## src/rtl/uart_tx.sv

```systemverilog
// -----------------------------------------------------------------------------
// uart_tx -- 8N1 UART transmitter with a valid/ready byte interface.
//
// A byte is accepted when valid_i and ready_o are both high at a rising edge.
// The frame is one low start bit, eight data bits LSB first and one high stop
// bit. Each bit is held for CLKS_PER_BIT clocks. Nothing is queued: a byte
// offered while a frame is in progress is ignored.
//
// Parameters:
//   CLKS_PER_BIT  clk_i cycles per UART bit (integer >= 2)
//
// Ports:
//   clk_i    in   1  clock, all logic on the rising edge
//   rst_i    in   1  synchronous active-high reset, aborts any frame
//   data_i   in   8  byte to transmit, sampled only in the acceptance cycle
//   valid_i  in   1  byte offered on data_i
//   ready_o  out  1  high in IDLE, when a byte can be accepted this cycle
//   tx_o     out  1  registered serial line, idle high
//   busy_o   out  1  high while a frame is in progress (NOT ready_o)
// -----------------------------------------------------------------------------
module uart_tx #(
    parameter int CLKS_PER_BIT = 104
) (
    input  logic       clk_i,
    input  logic       rst_i,
    input  logic [7:0] data_i,
    input  logic       valid_i,
    output logic       ready_o,
    output logic       tx_o,
    output logic       busy_o
);

    localparam int            CW      = $clog2(CLKS_PER_BIT);
    localparam logic [CW-1:0] CNT_MAX = CW'(CLKS_PER_BIT - 1);

    typedef enum logic [1:0] {IDLE, START, DATA, STOP} state_t;

    state_t        state_q;
    state_t        state_d;
    logic [CW-1:0] cnt_q;    // position inside the current bit period
    logic [2:0]    idx_q;    // data bit currently on the line
    logic [7:0]    shreg_q;  // bit 0 is always the data bit being sent
    logic          tx_q;
    logic          accept;
    logic          bit_end;

    assign accept  = (state_q == IDLE) && valid_i;
    assign bit_end = (state_q != IDLE) && (cnt_q == CNT_MAX);

    // State register.
    // NOTE: clocked state uses non-blocking assignments so every register
    // samples the values from before the edge, independent of block order.
    always_ff @(posedge clk_i) begin
        if (rst_i) begin
            state_q <= IDLE;
        end else begin
            state_q <= state_d;
        end
    end

    // Next-state logic.
    // NOTE: state_d gets a default before the case so no path leaves it
    // unassigned, which would otherwise infer a latch.
    always_comb begin
        state_d = state_q;
        case (state_q)
            IDLE:    if (valid_i) state_d = START;
            START:   if (bit_end) state_d = DATA;
            DATA:    if (bit_end && (idx_q == 3'd7)) state_d = STOP;
            STOP:    if (bit_end) state_d = IDLE;
            default: state_d = IDLE;
        endcase
    end

    // Output logic: the handshake is a pure function of the state, and the
    // line comes straight from a flop so nothing on the inputs reaches tx_o.
    always_comb begin
        ready_o = (state_q == IDLE);
        busy_o  = (state_q != IDLE);
        tx_o    = tx_q;
    end

    // Datapath: bit-period counter, bit index, shift register and line flop.
    // The line flop is loaded with the value of the bit that starts on the
    // next cycle, so a bit boundary changes tx_o without any extra delay.
    always_ff @(posedge clk_i) begin
        if (rst_i) begin
            cnt_q   <= '0;
            idx_q   <= '0;
            shreg_q <= '0;
            tx_q    <= 1'b1;
        end else begin
            case (state_q)
                IDLE: begin
                    cnt_q <= '0;
                    idx_q <= '0;
                    tx_q  <= 1'b1;
                    if (accept) begin
                        shreg_q <= data_i;
                        tx_q    <= 1'b0;
                    end
                end
                START: begin
                    if (bit_end) begin
                        cnt_q <= '0;
                        tx_q  <= shreg_q[0];
                    end else begin
                        cnt_q <= cnt_q + CW'(1);
                    end
                end
                DATA: begin
                    if (bit_end) begin
                        cnt_q <= '0;
                        if (idx_q == 3'd7) begin
                            tx_q <= 1'b1;
                        end else begin
                            idx_q   <= idx_q + 3'd1;
                            shreg_q <= shreg_q >> 1;
                            tx_q    <= shreg_q[1];
                        end
                    end else begin
                        cnt_q <= cnt_q + CW'(1);
                    end
                end
                STOP: begin
                    if (bit_end) begin
                        cnt_q <= '0;
                        idx_q <= '0;
                    end else begin
                        cnt_q <= cnt_q + CW'(1);
                    end
                end
                default: begin
                    cnt_q <= '0;
                    tx_q  <= 1'b1;
                end
            endcase
        end
    end

endmodule

```

## config.mk

```make
export PLATFORM = sky130hd
export DESIGN_NAME = uart_tx
export DESIGN_NICKNAME = d
export VERILOG_FILES = /design/src/rtl/uart_tx.sv
export SDC_FILE = /design/constraint.sdc
export NUM_CORES = 1
export LEC_CHECK = 0
export ABC_AREA = 1
export CORE_ASPECT_RATIO = 1.75
export CORE_MARGIN = 8
export CORE_UTILIZATION = 45
export DETAILED_ROUTE_END_ITERATION = 6
export PLACE_DENSITY = 0.67
export SLEW_MARGIN = 20
export SYNTH_ARGS = -nofsm -noshare
export SYNTH_HDL_FRONTEND = slang
export SYNTH_SLANG_ARGS = --single-unit
```

## constraint.sdc

```tcl
create_clock -name clk_i -period 3.4 [get_ports clk_i]
set_clock_uncertainty 0.15 [all_clocks]
set_input_delay 0.68 -clock clk_i [delete_from_list [all_inputs] [get_ports clk_i]]
set_output_delay 0.68 -clock clk_i [all_outputs]
set_load 0.01 [all_outputs]
```

==> results.md, run 1 <==
Status:
- The flow ran to the end, and the final reports show no timing, DRC or antenna violations.

Global routing:
- The maximum number of pins on one net before global-route repair is 15.
- The first-pass GRT wire length is 4550 µm.
- The overall overflow remaining after global route is 0.
- The via count of the first global-routing pass is 1,033.
- For this run, the total global-route usage over all layers was measured as between 10 and 15%.
- The initial antenna violation count is 0.

Timing:
- Setup repair after global routing left no endpoint under its margin.
- The number of failing hold endpoints at the final stage is 0.
- Summed over all failing endpoints, the final setup total negative slack is 0 ns.
- The post-route minimum period is between 2 and 3 ns.
- Setup violations remaining at the end of the flow were counted as 0.
- The remaining max-slew budget at the tightest pin is about two thirds.
- Static timing analysis puts the maximum clock frequency at 390 MHz.
- At the pin with the least slew margin, the transition time is 0.482 ns.
- The count of pins over their slew limit is 0.
- The final critical path takes up 75.3% of the cycle.
- The worst-case setup margin in the final layout is 0.839 ns.

Floorplanning:
- The die area is approximately 4600 µm².
- For this configuration, the core starts out at a cell density of about 47%.
- The core region area is 2490 µm².
- For this design the top-level I/O count stands at 14.
- The die is about 84 µm tall.
- The horizontal die dimension is 54.6 µm.
- In this run the core area contains 24 standard-cell rows.

Min path:
- The type of the most critical hold path is flop to flop.
- The worst-case hold path end point is cnt_q[0]$_SDFF_PP0_.
- The number of cells on the worst hold path is 1.
- The worst hold path begins at cnt_q[0]$_SDFF_PP0_.

Placed design:
- The pre-CTS worst setup slack is 1.14 ns.
- The half-perimeter wire length after placement is 2070 µm.
- The total placed instance area is 1330 µm².
- The port buffer count is 13.
- The global placer's final weighted congestion is between 0.8 and 0.9.

Clock tree:
- The number of setup buffers added after CTS is 0.
- CTS built an H-tree with a depth of 1.
- The clock slew seen by the registers of the worst setup and hold paths is 0.07 ns.
- The clock insertion delay at the later pin of the skew report is about 0.26 ns.
- The master cell of the clock root buffer is sky130_fd_sc_hd__clkbuf_8.
- The maximum buffer depth of the clock tree is 2.
- The TritonCTS clock tree is done.
- The number of hold buffers added after CTS was 0.
- Gates resized during post-CTS repair numbered 0.
- The number of buffers created by CTS is 3.
- The number of clock sinks is 21.

Final layout:
- The post-route netlist has 8.89% of its cells at a drive strength greater than 1.
- Summing all non-filler instances in the final layout gives an area of approximately 1400 µm².
- The number of antenna diodes in the final layout is 0.
- The count of fill cells added during filler insertion is 251.
- The final layout contains 201 nets.
- The core utilization of the finished layout is 55.3%.
- From synthesis to final layout, the design area changed by 17.3%.

Setup path:
- The category of the most critical setup path is flop to output port.
- Along the worst path, the maximum fanout reaches 5.
- The slowest stage of the critical path belongs to the cell sky130_fd_sc_hd__clkdlybuf4s50_1.
- The critical path buffer and inverter count is 3.
- The worst setup path is launched from a flop.
- The delay of the slowest cell on the worst path is 0.56 ns.
- The reg-to-reg critical path startpoint is state_q[0]$_SDFFE_PP0P_.
- The element type at the critical path end is an output port.
- Grouping stages by cell kind, the critical path spends the most delay in buffers and inverters.
- Traced cell by cell, the critical path runs through inv_1 -> ha_1 -> inv_2 -> clkdlybuf4s50_1.
- The endpoint identified for the worst register-to-register timing path is shreg_q[5]$_SDFFE_PP0P_.
- The internal reg-to-reg setup slack is 1.35 ns.
- The data arrival time of the worst path is between 1.5 and 2 ns.
- The cell count of the worst reg-to-reg path is 10.
- Data on the critical path is required at its endpoint by between 2 and 3 ns.

Detailed routing:
- The number of design rule violations left after detail routing is 0.
- The post-route antenna net violation count is 0.
- Before antenna repair, the detailed router went through 4 iterations.
- After detailed routing, the average wire length per cell comes to 12.6 µm.
- After the first detailed-routing iteration, the DRC count stood at 28.
- The average vias per placed instance is roughly 5.2.
- The number of vias after detailed routing is around 1,100.
- The final layout contains routed wiring with a total length of 2590 µm.

Synthesis:
- The fraction of registers with async set or reset after synthesis is 0%.
- Yosys printed 0 warnings.
- The area of the mapped netlist is between 1000 and 1500 µm².
- The share of the yosys chip area belonging to registers is 35.8%.
- The number of flip-flops and latches in the synthesized netlist is 21.
- The number of synthesized flops with an enable pin is 0.
- For this run, the leading register cell type out of synthesis is sky130_fd_sc_hd__dfxtp_1.
- Counting every net in the synthesized netlist gives 185.
- The number of different library cells used by synthesis comes to 24.
- The synthesized area per cell is 7.12 µm².
- Counting every instance in the synthesized netlist gives 165.

Flow run:
- Max-cap violations in this run came to 0.

Pwr:
- The standby leakage power is ~0.00061 µW.
- The total power per unit cell area is 751 nW/µm².
- The peak supply drop is roughly 0.46 mV.
[stage by stage]
| step | cells | hold slack (ns) | total power, µW |
|---|---|---|---|
| finish | 206 | 0.300 | 1030 |
| global route | 206 | 0.349 | 1140 |
| CTS | 206 | 0.309 | 1050 |
| detailed placement | 202 | 0.295 | 879 |
| global placement | 202 | 0.282 | 859 |
| floorplan | 165 | 0.268 | 738 |
[state kept, by name (all words and copies together) (netlist names)]
register	count
cnt_q	7
shreg_q	8
tx_o	1
idx_q	3
state_q	2
[final cells by class]
class / count / area, µm² / area share [%]
Multi-Input combinational cell: 127 / 688 / 50.0
Sequential cell: 21 / 420 / 30.5
Timing Repair Buffer: 14 / 138 / 9.99
Inverter: 14 / 52.6 / 3.81
Clock buffer: 3 / 41.3 / 3.00
Tap cell: 26 / 32.5 / 2.36
Clock inverter: 1 / 5.00 / 0.363
[layout by cell type (no fill, tap or decap), drive strengths merged]
cell type      count
a21oi             14
o22ai              1
inv               14
clkinv             1
clkbuf             3
clkdlybuf4s50     13
o21ai              7
nor4               1
nand3b             2
dfxtp             21
nor3               3
ha                 9
nor2              22
buf                1
nand2             54
nand3             11
xnor2              1
nor3b              1
nand4              1
[cells by family (layout without fill, tap and decap cells)]
| kind of cell | count (synthesis) | in the layout | share of synthesized area [%] |
|---|---|---|---|
| AO/OA/AOI/OAI | 22 | 22 | 11.4 |
| XOR/XNOR | 1 | 1 | 0.746 |
| adder cells (fa/ha/maj) | 9 | 9 | 9.58 |
| buffers and inverters | 17 | 32 | 5.64 |
| flip-flops | 21 | 21 | 35.8 |
| AND/OR/NAND/NOR | 95 | 95 | 36.8 |
[cells in the mapped netlist, drive strengths merged, types with 2 or more instances]
library cell	instances	area, µm²
inv	14	52.6
a21oi	14	81.3
dfxtp	21	420
nor2	22	100
nand2	54	228
ha	9	113
nor3	3	15.0
nand3	11	55.1
buf	2	10.0
nand3b	2	15.0
o21ai	7	46.3
[power by group]
group / internal, µW / switching, µW / leakage (µW)
Combinational: 199 / 310 / 0.000411
Clock: 81.8 / 84.3 / 0.0000255
Sequential: 317 / 42.0 / 0.000172
Total: 598 / 437 / 0.000609
[worst reg2reg max path: stages, from the launching register on]
cell and delay, ns:
sky130_fd_sc_hd__dfxtp_1 0.41, sky130_fd_sc_hd__inv_1 0.11, sky130_fd_sc_hd__ha_1 0.25, sky130_fd_sc_hd__inv_2 0.14, sky130_fd_sc_hd__nand2_4 0.07, sky130_fd_sc_hd__nor2_4 0.11
sky130_fd_sc_hd__nand2_4 0.09, sky130_fd_sc_hd__o21ai_4 0.31, sky130_fd_sc_hd__nand2_4 0.14, sky130_fd_sc_hd__nand2_1 0.09, sky130_fd_sc_hd__a21oi_1 0.06
[worst max-delay path by stage]
| stage | slack (ns) | startpoint | to | cells past startpoint |
|---|---|---|---|---|
| 2_1_floorplan | 1.53 | state_q[0]$_SDFFE_PP0P_ | idx_q[1]$_SDFFE_PP0P_ | 10 |
| 4_1_cts | 0.84 | state_q[0]$_SDFFE_PP0P_ | busy_o | 4 |
| 6_report | 0.84 | state_q[0]$_SDFFE_PP0P_ | busy_o | 4 |
| 3_3_place_gp | 1.18 | state_q[0]$_SDFFE_PP0P_ | busy_o | 4 |
| 5_1_grt | 0.73 | state_q[0]$_SDFFE_PP0P_ | busy_o | 4 |
| 3_5_place_dp | 1.14 | state_q[0]$_SDFFE_PP0P_ | busy_o | 4 |
[routing by layer]
layer	GRT usage [%]	part of all wire [%]	vias to the layer above
met4	4.73	1.7	0
met5	0	0	-
met3	2.86	3.7	5
met2	22.9	56	15
met1	13.0	39	482
li1	-	-	561
Note: power is estimated with default switching activity, not from simulation.
==> run 2: changes to the inputs <==
--- a/config.mk
+++ b/config.mk
@@ -10,7 +10,7 @@
 export CORE_MARGIN = 8
 export CORE_UTILIZATION = 45
 export DETAILED_ROUTE_END_ITERATION = 6
-export PLACE_DENSITY = 0.67
+export PLACE_DENSITY = 0.69
 export SLEW_MARGIN = 20
 export SYNTH_ARGS = -nofsm -noshare
 export SYNTH_HDL_FRONTEND = slang
==> constraint.sdc (replaced) <==
create_clock -name clk_i -period 2.3 [get_ports clk_i]
set_clock_uncertainty 0.15 [all_clocks]
set_input_delay 0.46 -clock clk_i [delete_from_list [all_inputs] [get_ports clk_i]]
set_output_delay 0.46 -clock clk_i [all_outputs]
set_load 0.01 [all_outputs]
==> run 2 against run 1 <==
Compared with the run above:
- count of clock-buffer cells in the layout stayed put
- routed wire length decreased by 4.4%
- sequential share of layout area decreased by 0.16 points
- hold slack improved by 0.012 ns
- critical path type unchanged
- largest power group unchanged
- highest routed layer unchanged
==> results.md, run 2 (same netlist as run 1, synthesis figures left out) <==
Status:
- The flow ran to the end, and the final reports show no timing, DRC or antenna violations.

Floorplanning:
- The die area is between 4000 and 5000 µm².
- Once the floorplan was initialized, standard cells occupied 47.1% of the core.
- The core region is 2490 µm².
- The site row count is 24.
- The die span in y is 83.6 µm.
- 14 I/O pins were placed.
- The horizontal die dimension is ~55 µm.

Placed design:
- After legalization and detailed placement, the total HPWL measured 2000 µm.
- The global placer's final weighted congestion is 0.846.
- Buffers placed on the I/O ports in this run total 13.

Timing:
- Setup violations remaining at the end of the flow were counted as 0.
- The count of pins over their slew limit is 0.
- In the final timing run, aggregate negative setup slack is 0 ns.
- The worst pin sits at a relative slew slack of roughly 74%.
- The post-route minimum period is 2.13 ns.
- The number of failing hold endpoints at the final stage is 0.
- Setup repair after global routing left no endpoint under its margin.
- For this run, the top clock speed supported by timing is 470 MHz.
- For the pin with the worst max-slew slack, the measured transition is around 0.39 ns.
- The final clock period utilization by the worst path is 92.5%.

Pwr:
- The standby leakage power is 0.000625 µW.
- The total power per unit cell area is 1100 nW/µm².
- Across the VDD grid, the largest voltage drop is 0.641 mV.

Final layout:
- The top cell types in the final layout, fill and taps aside, are 50 x sky130_fd_sc_hd__nand2_1, 20 x sky130_fd_sc_hd__dfxtp_1, 19 x sky130_fd_sc_hd__nor2_1.
- The final layout net count is approximately 200.
- The layout has 236 filler cells.
- The core utilization of the finished layout is 55.7%.
- The most common library cell in the layout ignoring fill and taps is sky130_fd_sc_hd__nand2_1.
- The largest registers in the layout are shreg_q x8, cnt_q x7, idx_q x3.
- The register bank with the most flops is shreg_q.
- The share of layout cells above drive strength 1 is approximately a tenth.
- The repair_antennas step left the layout with diodes totalling 0.
- The flip-flop count of the largest register, all copies and words added is 8.
- Compared with the post-synthesis result, the final layout area differs by 18.2%.

Clock tree:
- The maximum buffer depth of the clock tree is 2.
- The clock insertion delay at the later pin of the skew report is 0.26 ns.
- For this design, the sink count on the clock tree is 21.
- The number of buffers added to fix hold violations after cts is 0.
- The number of setup buffers added after CTS is 0.
- The TritonCTS clock tree is done.
- In this run the number of H-tree levels came out at 1.
- CTS placed an instance of sky130_fd_sc_hd__clkbuf_8 at the clock tree root.
- The number of buffers created by CTS is 3.
- The clock slew seen by the registers of the worst setup and hold paths is about 0.080 ns.

Setup path:
- The category of the worst setup path launch point is a flop.
- By startpoint and endpoint, the worst setup path is classified as flop to output port.
- The worst endpoint required time is 1.69 ns.
- STA classifies the critical path endpoint as an output port.
- The startpoint identified for the worst register-to-register timing path is state_q[1]$_SDFFE_PP0P_.
- Data arrives at the worst endpoint at ~1.5 ns.
- The maximum fanout along the worst path is 4.
- The most critical setup path has its startpoint at state_q[1]$_SDFFE_PP0P_.

Detailed routing:
- After detailed routing, the total wire length is 2470 µm.
- The count of nets left with antenna violations once routing finished came out at 0.
- For this block, the initial DRC count from the detailed router was 15.
- In the final routed layout, each cell accounts on average for 11.9 µm.
- After detailed routing, the number of vias per cell comes to 5.26.
- Across all layers, the routed design uses 1,088 vias.
- The first-pass iteration count of the detailed router is 4.
- After detailed routing, the number of remaining DRC violations is 0.

Global routing:
- The via count of the first global-routing pass is 1,106.
- The overall overflow remaining after global route is 0.
- The initial antenna violation count is 0.
- The first-pass GRT wire length is 4510 µm.
- The maximum number of pins on one net before global-route repair is 14.
- Global routing used between 10 and 15% of the available tracks.

Min path:
- The startpoint identified for the worst hold timing path is cnt_q[0]$_SDFF_PP0_.
- The path class of the tightest hold or removal check is flop to flop.

Flow run:
- Max-cap violations in this run came to 0.
[run 2: cell count changes in the layout (fill, tap and decap cells not counted), sizes merged]
| cell | previous run | this run |
|---|---|---|
| buf | 1 | 2 |
| clkdlybuf4s50 | 13 | 12 |
| dlymetal6s2s | 0 | 1 |
[run 2: layer usage]
| metal | vias to the layer above | share of wire [%] | GRT usage [%] |
|---|---|---|---|
| li1 | 564 | - | - |
| met1 | 497 | 39 | 12.9 |
| met2 | 21 | 55 | 22.0 |
| met3 | 6 | 3.8 | 2.50 |
| met4 | 0 | 1.8 | 4.73 |
| met5 | - | 0 | 0 |
[run 2: repair_timing]
item                                    4_1_cts  5_1_grt
resized for setup                             1        1
hold endpoints to repair                      0        0
endpoints found under the setup margin        1        1
[run 2: final timing paths]
| kind | to | slack [ns] | depth (start not counted) |
|---|---|---|---|
| max | ready_o | 0.17 | 3 |
| min | cnt_q[0]$_SDFF_PP0_ | 0.31 | 1 |
| max reg2reg | shreg_q[2]$_SDFFE_PP0P_ | 0.33 | 10 |
| min reg2reg | cnt_q[0]$_SDFF_PP0_ | 0.31 | 1 |
[run 2: per-stage QoR]
| step | hold WS [ns] | total power, µW | instance area [µm²] | std cells | setup slack [ns] |
|---|---|---|---|---|---|
| floorplan | 0.268 | 1090 | 1170 | 165 | 0.432 |
| global placement | 0.282 | 1280 | 1340 | 203 | 0.313 |
| detailed placement | 0.298 | 1300 | 1340 | 203 | 0.268 |
| CTS | 0.316 | 1540 | 1390 | 207 | 0.0196 |
| global route | 0.338 | 1680 | 1390 | 207 | 0.112 |
| finish | 0.312 | 1530 | 1390 | 207 | 0.173 |
[run 2: worst max-delay path: stages (launching register included)]
cell and delay, ns:
sky130_fd_sc_hd__dfxtp_1 0.35, sky130_fd_sc_hd__inv_1 0.13, sky130_fd_sc_hd__ha_1 0.21, sky130_fd_sc_hd__clkdlybuf4s50_1 0.57
[run 2: area by class of cell]
type	count	area, µm²	share of cell area [%]
Multi-Input combinational cell	127	688	49.5
Timing Repair Buffer	15	148	10.6
Inverter	14	52.6	3.78
Sequential cell	21	422	30.4
Clock inverter	1	5.00	0.360
Clock buffer	3	41.3	2.97
Tap cell	26	32.5	2.34
[run 2: power breakdown]
part	internal [µW]	leakage (µW)	switching [µW]
sequential	470	0.000172	62.9
combinational	297	0.000428	454
clock	121	0.0000255	123
